**src/rtl/outer_prod_rc.sv**
```systemverilog
// Rate-coded outer-product accumulator: every enabled cycle it ANDs unary row/column bits
// and adds or subtracts each product bit into a signed per-element accumulator.
module outer_prod_rc #(
    parameter int ROWNUM      = 2,
    parameter int COLNUM      = 2,
    parameter int BITWIDTH    = 4,
    parameter int OUTBITWIDTH = 16
) (
    input  logic                                  iClk,
    input  logic                                  iRst,
    input  logic                                  iEn,
    input  logic                                  iClr,
    input  logic [ROWNUM*BITWIDTH-1:0]            iData0,
    input  logic [COLNUM*BITWIDTH-1:0]            iData1,
    output logic [ROWNUM*COLNUM*OUTBITWIDTH-1:0]  oData
);

    localparam int M     = BITWIDTH - 1;
    localparam int NELEM = ROWNUM * COLNUM;

    function automatic logic [M-1:0] elemMag(input logic [BITWIDTH-1:0] e);
        return e[M-1:0];
    endfunction

    function automatic logic elemSign(input logic [BITWIDTH-1:0] e);
        return e[M];
    endfunction

    logic [2*M-1:0]         cntR;
    logic [M-1:0]           loS;
    logic [M-1:0]           hiS;
    logic [ROWNUM-1:0]      rowBitS;
    logic [ROWNUM-1:0]      rowSignS;
    logic [COLNUM-1:0]      colBitS;
    logic [COLNUM-1:0]      colSignS;
    logic [OUTBITWIDTH-1:0] stepS [NELEM];

    assign loS = cntR[M-1:0];
    assign hiS = cntR[2*M-1:M];

    // Unary encoding: the fast counter half drives rows, the slow half drives columns.
    // A zero magnitude (including negative zero) never produces a one bit.
    always_comb begin
        rowBitS  = {ROWNUM{1'b0}};
        rowSignS = {ROWNUM{1'b0}};
        colBitS  = {COLNUM{1'b0}};
        colSignS = {COLNUM{1'b0}};
        for (int i = 0; i < ROWNUM; i++) begin
            rowBitS[i]  = loS < elemMag(iData0[i*BITWIDTH +: BITWIDTH]);
            rowSignS[i] = elemSign(iData0[i*BITWIDTH +: BITWIDTH]);
        end
        for (int j = 0; j < COLNUM; j++) begin
            colBitS[j]  = hiS < elemMag(iData1[j*BITWIDTH +: BITWIDTH]);
            colSignS[j] = elemSign(iData1[j*BITWIDTH +: BITWIDTH]);
        end
    end

    // Per-element step: +1, -1 (all ones) or 0 depending on product bit and sign.
    always_comb begin
        for (int k = 0; k < NELEM; k++) begin
            stepS[k] = {OUTBITWIDTH{1'b0}};
        end
        for (int i = 0; i < ROWNUM; i++) begin
            for (int j = 0; j < COLNUM; j++) begin
                if (rowBitS[i] & colBitS[j]) begin
                    if (rowSignS[i] ^ colSignS[j]) begin
                        stepS[i*COLNUM+j] = {OUTBITWIDTH{1'b1}};
                    end else begin
                        stepS[i*COLNUM+j] = {{(OUTBITWIDTH-1){1'b0}}, 1'b1};
                    end
                end else begin
                    stepS[i*COLNUM+j] = {OUTBITWIDTH{1'b0}};
                end
            end
        end
    end

    // Counter and accumulators; the accumulators are the output register itself.
    always_ff @(posedge iClk) begin
        if (iRst) begin
            cntR  <= {(2*M){1'b0}};
            oData <= {(NELEM*OUTBITWIDTH){1'b0}};
        end else if (iClr) begin
            cntR  <= {(2*M){1'b0}};
            oData <= {(NELEM*OUTBITWIDTH){1'b0}};
        end else if (iEn) begin
            cntR <= cntR + {{(2*M-1){1'b0}}, 1'b1};
            for (int k = 0; k < NELEM; k++) begin
                oData[k*OUTBITWIDTH +: OUTBITWIDTH] <= oData[k*OUTBITWIDTH +: OUTBITWIDTH] + stepS[k];
            end
        end else begin
            cntR  <= cntR;
            oData <= oData;
        end
    end

endmodule

```
**config.mk**
```make
export PLATFORM = sky130hd
export DESIGN_NAME = outer_prod_rc
export DESIGN_NICKNAME = d
export VERILOG_FILES = /design/src/rtl/outer_prod_rc.sv
export SDC_FILE = /design/constraint.sdc
export NUM_CORES = 1
export LEC_CHECK = 0
export ABC_AREA = 1
export BUFFER_PORTS_ARGS = -buffer_cell sky130_fd_sc_hd__buf_2
export CORE_MARGIN = 2
export CORE_UTILIZATION = 55
export DETAILED_ROUTE_END_ITERATION = 10
export GPL_ROUTABILITY_DRIVEN = 1
export PLACE_DENSITY_LB_ADDON = 0.15
export SYNTH_ARGS = -nofsm -noshare
export SYNTH_HDL_FRONTEND = slang
export SYNTH_SLANG_ARGS = --single-unit
```
**constraint.sdc**
```tcl
create_clock -name iClk -period 6.9 [get_ports iClk]
set_input_delay 1.035 -clock iClk [delete_from_list [all_inputs] [get_ports iClk]]
set_output_delay 1.035 -clock iClk [all_outputs]
set_load 0.005 [all_outputs]
```
==> results by group, run 1 <==
Status
  • Outcome: finished with violations
  • Violated checks: design-rule violations

Min path
  • Min-Delay Path Class: register to register
  • Worst hold start: oData[48]$_SDFFE_PP0P_

Placed design
  • Placed instance count: 1,318
  • Routability cong.: 0.907
  • Number of buffers inserted by port buffering: 83
  • Post-DP HPWL: 11,100 um

Synthesis
  • Yosys warning total: 0
  • Synth Instances: 1,113
  • Post-synthesis mux area share: 0
  • Simple-gate share of the synthesized area: 0.369
  • Seq/Total Area, Yosys: 0.214
  • Synth top area cells: dfxtp_1, nand2_1, ha_1, inv_1, nor2_1
  • Syn avg cell area: 5.87 um2
  • Yosys top cell area share: 0.214
  • Post-synthesis adder-cell area fraction: 0.144
  • Synth cell types: 28
  • Area leader, netlist: dfxtp_1
  • Compound-gate portion of the synthesized area: 0.105
  • Xor and xnor area share after synthesis: 0.0322
  • Combinational family with the most area after synthesis: simple AND/OR/NAND/NOR gates
  • Mapped Nets: 1,206
  • Post-Synthesis Cell Area: 6540 um2
  • Yosys reg bits: 70

CTS
  • Post-CTS Setup Bufs: 0
  • CTS tree: built
  • Clock sink total: 70
  • Post-cts sizing count: 0
  • H-tree levels: 3
  • Maximum buffer depth of the clock tree: 2
  • Register clock-pin slew on the reported worst setup and hold paths: 0.06 ns
  • Post-CTS Hold Buffers: 0
  • Clock latency on the worst-skew pair: 0.34 ns
  • Num CTS Buffers: 9
  • Root Driver: clkbuf_16

Setup path
  • Worst Setup SP: iData0[2]
  • Worst-path cell chain: buf_2 -> inv_1 -> ha_1 -> nand2_1 -> nand2_1 -> inv_1 -> nand2_1 -> inv_1 -> nand3_1 -> inv_1 -> ha_1 -> nor2_1 -> inv_1 -> nand3b_1 -> nand2_1 -> a21oi_1 -> inv_1 -> nand2_1 -> nand3_1 -> nand2_1 -> inv_1
  • R2r startpoint: cntR[2]$_SDFFE_PP0P_
  • Slowest stage cell, crit path: inv_1
  • Most used cell along the critical path: inv_1
  • Critical path data arrival time: 3.75 ns
  • Critical path launch point type: input port
  • Crit Path Category: input port to register
  • CP peak stage delay: 0.48 ns
  • Critical Path RT: 7.14 ns
  • Critical Path End Type: register
  • Max Fanout on Critical Path: 14

Pwr
  • VDD IR-drop max: 0.000104 V
  • Power Dens Cells: 178 nW/um2
  • Static Leak: 0.00453 uW

Timing
  • Final Hold Vio Count: 0
  • FMAX: 285 MHz
  • Setup-failing EPs final: 0
  • TNS Setup: 0 ns
  • Pins Over Slew Limit: 0
  • RSZ-0062 raised after global routing: no
  • Layout Skew: 0.00489 ns
  • Fin crit share: 0.509
  • Slew of the pin with the lowest slew margin: 1.07 ns
  • Hold_ws: 0.497 ns
  • Final min period: 3.51 ns
  • Max-slew headroom: 0.286

Route
  • Total wire length: 14,900 um
  • Final antenna-violating net count: 0
  • DRC violations left: 3
  • DRT iter0 DRCs: 316
  • Vias per Instance: 4.97
  • Wire per inst: 11.2 um
  • 1st-pass router iterations: 8
  • Via count: 6,625

Flow run
  • Max Cap Viol: 0

Floorplan
  • Die area: 12,800 um2
  • Row count: 39
  • Die height: 113 um
  • Chip width: 113 um
  • Initial core utilization: 0.567
  • Core area: 11,500 um2
  • IO Pins: 84

Cells and area
  • Area Overhead vs Synth: 12.1%
  • Area of the multi-input gates: 4250 um2
  • Register area: 1400 um2
  • Ant diodes: 0
  • Filler instances: 1,150
  • Final nets: 1,279
  • Layout cells sized above 1: 0.0966
  • Fin cells: 1,334
  • Final core occ: 0.636

GRT
  • First-pass GRT wire length: 25,700 um
  • GRT Overall Usage: 0.241
  • Global route total overflow: 0
  • Number of global-route vias before repair: 5,995
  • Initial antenna violation count: 0
  • Largest net degree at the start of global routing: 106
## stage by stage
step	power (uW)	setup slack (ns)	area, um2
global placement	852	3.02	7040
CTS	1320	3.36	7330
detailed placement	857	3.00	7040
floorplan	764	3.66	6540
finish	1310	3.39	7330
global route	1400	3.03	7330
## registers in the layout (all words and copies together) (netlist names)
register,flops
cntR,6
oData,64
## cell families (layout without fill, tap and decap cells)
kind of cell | after synthesis | count (layout)
compound gates | 122 | 122
buf+inv | 230 | 308
simple gates | 594 | 594
fa+ha+maj | 73 | 73
flops | 70 | 70
xor+xnor | 24 | 24
## cells in the mapped netlist (all sizes together)
cell type / number
nand3b: 4
a21o: 4
o21bai: 9
nor3b: 3
inv: 207
a211oi: 4
o211ai: 4
nand3: 73
fa: 4
xor2: 16
xnor2: 8
o21ai: 36
nand4: 4
nor3: 16
o21a: 4
clkbuf: 8
buf: 15
dfxtp: 70
ha: 69
or2: 5
nand2: 318
nor2: 171
a21oi: 61
## final timing paths
kind	slack, ns	endpoint	cells past startpoint
setup / recovery	3.39	oData[9]$_SDFFE_PP0P_	21
setup reg to reg	3.80	oData[9]$_SDFFE_PP0P_	19
hold reg to reg	0.50	oData[48]$_SDFFE_PP0P_	2
hold / removal	0.50	oData[48]$_SDFFE_PP0P_	2
## routing by layer
layer / global-route usage / wire length [um]
met2: 0.421 / 6940
met5: 0 / 0
met1: 0.309 / 7110
met4: 0.0829 / 274
met3: 0.0289 / 565
## critical path, delay by kind of cell
kind / cells / cell delay [ns]
adder cells (fa/ha/maj): 2 / 0.66
AND/OR/NAND/NOR: 10 / 0.94
buffers and inverters: 8 / 0.89
AO/OA/AOI/OAI: 1 / 0.22
## power by group
group	leakage [uW]	total, uW	internal [uW]	switching (uW)
Combinational	0.00382	408	152	255
Sequential	0.000572	442	425	17.8
Clock	0.000138	455	262	193
Total	0.00453	1310	839	466
## cell usage in the layout (no fill, tap or decap), drive strengths merged
cell type and n:
nand2 318, inv 207, nor2 171, buf 85, nand3 73, dfxtp 70, ha 69, a21oi 61
o21ai 36, xor2 16, nor3 16, clkbuf 11, o21bai 9, xnor2 8, or2 5, a211oi 4
a21o 4, nand3b 4, o211ai 4, o21a 4, nand4 4, fa 4, nor3b 3, clkinv 3
clkinvlp 2
## area by class of cell
cell class | instances | area share
multi-input combinational | 813 | 0.580
clock buffer | 11 | 0.0345
timing repair buffer | 85 | 0.0591
inverter | 207 | 0.106
tap | 143 | 0.0244
sequential | 70 | 0.191
clock inverter | 5 | 0.00461
(Power assumes the default switching activity.)
==> run 2, diff against run 1 <==
ABC_AREA = 0   (was 1)
clock period = 3.4 ns   (was 6.9 ns; I/O delays follow)
==> results by group, run 2 <==
Status
  • Outcome: finished clean

CTS
  • H-tree levels: 3
  • Root Driver: clkbuf_8
  • Clock sink total: 70
  • Clock latency on the worst-skew pair: 0.35 ns
  • Num CTS Buffers: 9
  • Register clock-pin slew on the reported worst setup and hold paths: 0.08 ns
  • CTS tree: built
  • Maximum buffer depth of the clock tree: 2

Flow run
  • Max Cap Viol: 0

Setup path
  • R2r setup slk: 0.14 ns
  • Critical Path End Type: register
  • RR Endpoint: oData[47]$_SDFFE_PP0P_
  • Crit Path Category: register to register
  • Worst R2R Path Depth: 13
  • Top Family by Delay on Critical Path: compound AO/OA/AOI/OAI gates
  • WP buf/inv: 1
  • Critical path launch point type: register
  • Critical Path RT: 3.65 ns
  • Critical path data arrival time: 3.50 ns
  • CP peak stage delay: 0.38 ns
  • R2r startpoint: cntR[4]$_SDFFE_PP0P_
  • Max Fanout on Critical Path: 6
  • Worst-path cell chain: ha_1 -> a211oi_2 -> o221ai_2 -> or2_4 -> inv_4 -> ha_2 -> a2111o_1 -> a21oi_2 -> o31a_1 -> o21ai_0 -> xnor2_1 -> a21oi_1 -> a31o_2
  • Slowest stage cell, crit path: a2111o_1

GRT
  • First-pass GRT wire length: 24,500 um
  • Largest net degree at the start of global routing: 49
  • Initial antenna violation count: 0
  • Number of global-route vias before repair: 5,503
  • GRT Overall Usage: 0.267
  • Global route total overflow: 0

Pwr
  • Power Dens Cells: 360 nW/um2
  • Static Leak: 0.00339 uW
  • VDD IR-drop max: 0.000234 V

Timing
  • FMAX: 307 MHz
  • Final min period: 3.26 ns
  • Slack of the critical path: 0.144 ns
  • Final Hold Vio Count: 0
  • Fin crit share: 0.958
  • Setup-failing EPs final: 0
  • RSZ-0062 raised after global routing: yes
  • Slew of the pin with the lowest slew margin: 0.829 ns
  • Layout Skew: 0.0108 ns
  • Hold_ws: 0.493 ns
  • Pins Over Slew Limit: 0
  • Max-slew headroom: 0.447

Synthesis
  • Seq/Total Area, Yosys: 0.255
  • Yosys warning total: 0
  • Post-synthesis mux area share: 0.0400
  • Mapped Nets: 777
  • Number of synthesized flops with an enable pin: 0
  • Post-Synthesis Cell Area: 5500 um2
  • Asr flop ratio synth: 0
  • Simple-gate share of the synthesized area: 0.180
  • Yosys reg bits: 70
  • Main flop type after synthesis: dfxtp_1
  • Post-synthesis adder-cell area fraction: 0.172
  • Compound-gate portion of the synthesized area: 0.242
  • Synth top area cells: dfxtp_1, ha_1, a21oi_1, nor2_1, mux2i_1
  • Syn avg cell area: 8.04 um2
  • Synth cell types: 63
  • Synth Instances: 684
  • Top-count cell post-synth: dfxtp_1
  • Yosys top cell area share: 0.255
  • Combinational family with the most area after synthesis: compound AO/OA/AOI/OAI gates
  • Xor and xnor area share after synthesis: 0.0685
  • Commonest cells post-synth: dfxtp_1, ha_1, nor2_1
  • Area leader, netlist: dfxtp_1

Cells and area
  • Commonest non-fill, non-tap cells in the layout: buf_4, buf_2, nor2_1, dfxtp_1, ha_1
  • Layout cells sized above 1: 0.264
  • Final nets: 939
  • Final core occ: 0.715
  • Largest registers: oData x64, cntR x6
  • Ant diodes: 0
  • Most common cell after layout, fill and taps aside: buf_4
  • Number of flip-flops in the largest register: 64
  • Area Overhead vs Synth: 26.6%
  • Top reg by flops: oData
  • Fin cells: 984
  • Design area: 6960 um2

Route
  • Total wire length: 14,400 um
  • 1st-pass router iterations: 7
  • Final antenna-violating net count: 0
  • DRT iter0 DRCs: 208
  • Via count: 5,680
  • DRC violations left: 0
  • Vias per Instance: 5.77
  • Wire per inst: 14.7 um

Placed design
  • Post-DP HPWL: 10,700 um
  • Number of buffers inserted by port buffering: 83
  • DP Worst Slack: -0.287 ns
  • Dpl cell area: 6620 um2
  • Routability cong.: 0.911
  • Placed instance count: 963

Floorplan
  • Core area: 9730 um2
  • IO Pins: 84
  • Initial core utilization: 0.565
  • Die height: 104 um
  • Die area: 10,800 um2
  • Row count: 36
  • Chip width: 104 um

Min path
  • Min-Delay Path Class: register to register
  • Worst Hold Endpoint: oData[52]$_SDFFE_PP0P_
  • Worst hold start: oData[52]$_SDFFE_PP0P_
  • Hold path cells: 2
run 2: cell count changes after synthesis, sizes merged, moves of 8 or more:
cell / delta
o21ai: +10
a211oi: +13
inv: -175
nor2: -101
nand2: -261
xnor2: +17
o21bai: -8
mux2i: +22
a21o: +12
o22ai: +9
nand3: -51
nor2b: +14
run 2: how the worst max path moves through the flow:
stage | depth (start not counted) | end | start | slack (ns)
final | 13 | oData[47]$_SDFFE_PP0P_ | cntR[4]$_SDFFE_PP0P_ | 0.14
after global routing | 15 | oData[14]$_SDFFE_PP0P_ | cntR[4]$_SDFFE_PP0P_ | -0.04
after CTS | 13 | oData[47]$_SDFFE_PP0P_ | cntR[4]$_SDFFE_PP0P_ | 0.02
after detailed placement | 15 | oData[42]$_SDFFE_PP0P_ | iData1[1] | -0.29
after global placement | 16 | oData[47]$_SDFFE_PP0P_ | iData1[1] | -0.09
after floorplan | 14 | oData[46]$_SDFFE_PP0P_ | iData1[1] | -0.03
run 2: cell type report:
cell class / count / area, um2
inverter: 33 / 126
fill: 810 / 2770
tap: 133 / 166
clock inverter: 3 / 40.0
sequential: 70 / 1400
multi-input combinational: 557 / 3930
clock buffer: 13 / 179
timing repair buffer: 175 / 1110
run 2: metal layers:
layer,global-route usage,vias up,routed length [um]
met5,0,-,0
li1,-,2833,-
met3,0.0320,32,562
met1,0.329,2662,6530
met2,0.469,153,6990
met4,0.115,0,348
run 2: kinds of logic (layout without fill, tap and decap cells):
group           count (synthesis)  count (layout)
mux                            22              22
fa+ha+maj                      73              73
buf+inv                        57             224
xor+xnor                       43              43
flops                          70              70
simple gates                  214             214
compound gates                205             205
run 2: where the power goes:
part           switching (uW)  internal (uW)
clock network             332            417
registers                35.7            859
logic                     449            414
run 2: tightest hold or removal path: stages, from the launching register on:
cell	delay, ns
dfxtp_1	0.33
nand2_1	0.06
a21oi_1	0.06
run 2: timing repair:
action                     4_1_cts  5_1_grt
hold buffers                     0        0
resized for setup                1       24
setup buffers                    0        5
pin swaps                        0       11
setup endpoints to repair        2       22
run 2: per-stage QoR:
stage / total power, uW / setup TNS [ns]
after floorplan: 1440 / -0.0321
after CTS: 2500 / 0
final: 2510 / 0
after global routing: 2660 / -0.0888
after detailed placement: 1750 / -2.69
after global placement: 1720 / -0.767
==> run 3, diff against run 2 <==
MAX_ROUTING_LAYER = met4   (was unset)
==> results by group, run 3 (synthesized netlist as in run 2, its figures left out) <==
Floorplan
  • Row count: 36
  • Die height: 104 um
  • Chip width: 104 um
  • Initial core utilization: 0.565
  • IO Pins: 84
  • Die area: 10,800 um2
  • Core area: 9730 um2

Route
  • Wire per inst: 14.7 um
  • DRC violations left: 0
  • 1st-pass router iterations: 5
  • Total wire length: 14,400 um
  • DRT iter0 DRCs: 212
  • Vias per Instance: 5.74
  • Final antenna-violating net count: 0
  • Via count: 5,645

Cells and area
  • Final nets: 939
  • Area Overhead vs Synth: 26.6%
  • Number of flip-flops in the largest register: 64
  • Layout cells sized above 1: 0.264
  • Largest registers: oData x64, cntR x6
  • Fin cells: 984
  • Top reg by flops: oData
  • Most common cell after layout, fill and taps aside: buf_4
  • Ant diodes: 0
  • Final core occ: 0.715
  • Commonest non-fill, non-tap cells in the layout: buf_4, buf_2, nor2_1, dfxtp_1, ha_1
  • Design area: 6960 um2

GRT
  • First-pass GRT wire length: 24,600 um
  • Number of global-route vias before repair: 5,492
  • Global route total overflow: 0
  • Largest net degree at the start of global routing: 49
  • GRT Overall Usage: 0.275
  • Initial antenna violation count: 0

CTS
  • Clock sink total: 70
  • Post-CTS Hold Buffers: 0
  • Num CTS Buffers: 9
  • Root Driver: clkbuf_8
  • Clock latency on the worst-skew pair: 0.35 ns
  • H-tree levels: 3
  • Register clock-pin slew on the reported worst setup and hold paths: 0.08 ns
  • Maximum buffer depth of the clock tree: 2
  • CTS tree: built

Status
  • Outcome: finished clean

Setup path
  • R2r setup slk: 0.15 ns
  • Critical path data arrival time: 3.50 ns
  • Worst R2R Path Depth: 13
  • Critical path launch point type: register
  • RR Endpoint: oData[47]$_SDFFE_PP0P_
  • Critical Path End Type: register
  • Max Fanout on Critical Path: 6
  • Critical Path RT: 3.65 ns
  • R2r startpoint: cntR[4]$_SDFFE_PP0P_
  • Crit Path Category: register to register

Timing
  • Setup-failing EPs final: 0
  • Max-slew headroom: 0.445
  • Final min period: 3.25 ns
  • FMAX: 307 MHz
  • Final Hold Vio Count: 0
  • Slew of the pin with the lowest slew margin: 0.832 ns
  • Hold_ws: 0.493 ns
  • TNS Setup: 0 ns
  • RSZ-0062 raised after global routing: yes
  • Layout Skew: 0.0102 ns
  • Pins Over Slew Limit: 0
  • Fin crit share: 0.957

Placed design
  • Post-DP HPWL: 10,700 um
  • Dpl cell area: 6620 um2
  • Number of buffers inserted by port buffering: 83
  • Routability cong.: 0.926
  • Placed instance count: 963

Min path
  • Worst hold start: oData[52]$_SDFFE_PP0P_
  • Hold path cells: 2
  • Worst Hold Endpoint: oData[52]$_SDFFE_PP0P_
  • Min-Delay Path Class: register to register

Pwr
  • VDD IR-drop max: 0.000234 V
  • Static Leak: 0.00339 uW
  • Power Dens Cells: 360 nW/um2

Flow run
  • Max Cap Viol: 0
[run 3: cell counts in the layout (fill, tap and decap cells not counted)]
Identical to the previous run, type by type.
[run 3: worst max path at each step]
stage	from	to	slack, ns	cells after the start
finish	cntR[4]$_SDFFE_PP0P_	oData[47]$_SDFFE_PP0P_	0.15	13
global placement	iData1[1]	oData[47]$_SDFFE_PP0P_	-0.09	16
detailed placement	iData1[1]	oData[42]$_SDFFE_PP0P_	-0.29	15
CTS	cntR[4]$_SDFFE_PP0P_	oData[47]$_SDFFE_PP0P_	0.02	13
global route	cntR[4]$_SDFFE_PP0P_	oData[14]$_SDFFE_PP0P_	-0.04	15
floorplan	iData1[1]	oData[46]$_SDFFE_PP0P_	-0.03	14
[run 3: routing by layer]
| layer | GRT usage | wire length, um | vias up |
|---|---|---|---|
| met2 | 0.469 | 7050 | 146 |
| met3 | 0.0320 | 553 | 30 |
| met1 | 0.330 | 6490 | 2633 |
| met5 | - | 0 | - |
| li1 | - | - | 2836 |
| met4 | 0.114 | 324 | 0 |
[run 3: through the flow]
stage,total power [uW],worst slack [ns]
6_report,2510,0.145
5_1_grt,2660,-0.0386
4_1_cts,2500,0.0199
3_5_place_dp,1750,-0.287
3_3_place_gp,1720,-0.0907
2_1_floorplan,1440,-0.0321
[run 3: worst max-delay path: stages, from the launching register on]
cell and delay, ns:
dfxtp_2 0.35, ha_1 0.28, a211oi_2 0.28, o221ai_2 0.14
or2_4 0.29, inv_4 0.09, ha_2 0.30, a2111o_1 0.38
a21oi_2 0.14, o31a_1 0.19, o21ai_0 0.11, xnor2_1 0.25
a21oi_1 0.11, a31o_2 0.24
[run 3: power breakdown]
part           internal (uW)  switching [uW]  total, uW
combinational            414             448        862
sequential               859            35.7        895
clock                    417             331        748
[run 3: repair_timing]
| action | 4_1_cts | 5_1_grt |
|---|---|---|
| setup endpoints to repair | 2 | 22 |
| pin swaps | 0 | 11 |
| gates resized for setup | 1 | 24 |
| endpoints found under the hold margin | 0 | 0 |
| setup buffers | 0 | 5 |
[run 3: cell type report]
class                           instances  area [um2]
Timing Repair Buffer                  175        1110
Tap cell                              133         166
Inverter                               33         126
Fill cell                             810        2770
Sequential cell                        70        1400
Clock buffer                           13         179
Multi-Input combinational cell        557        3930
Clock inverter                          3        40.0
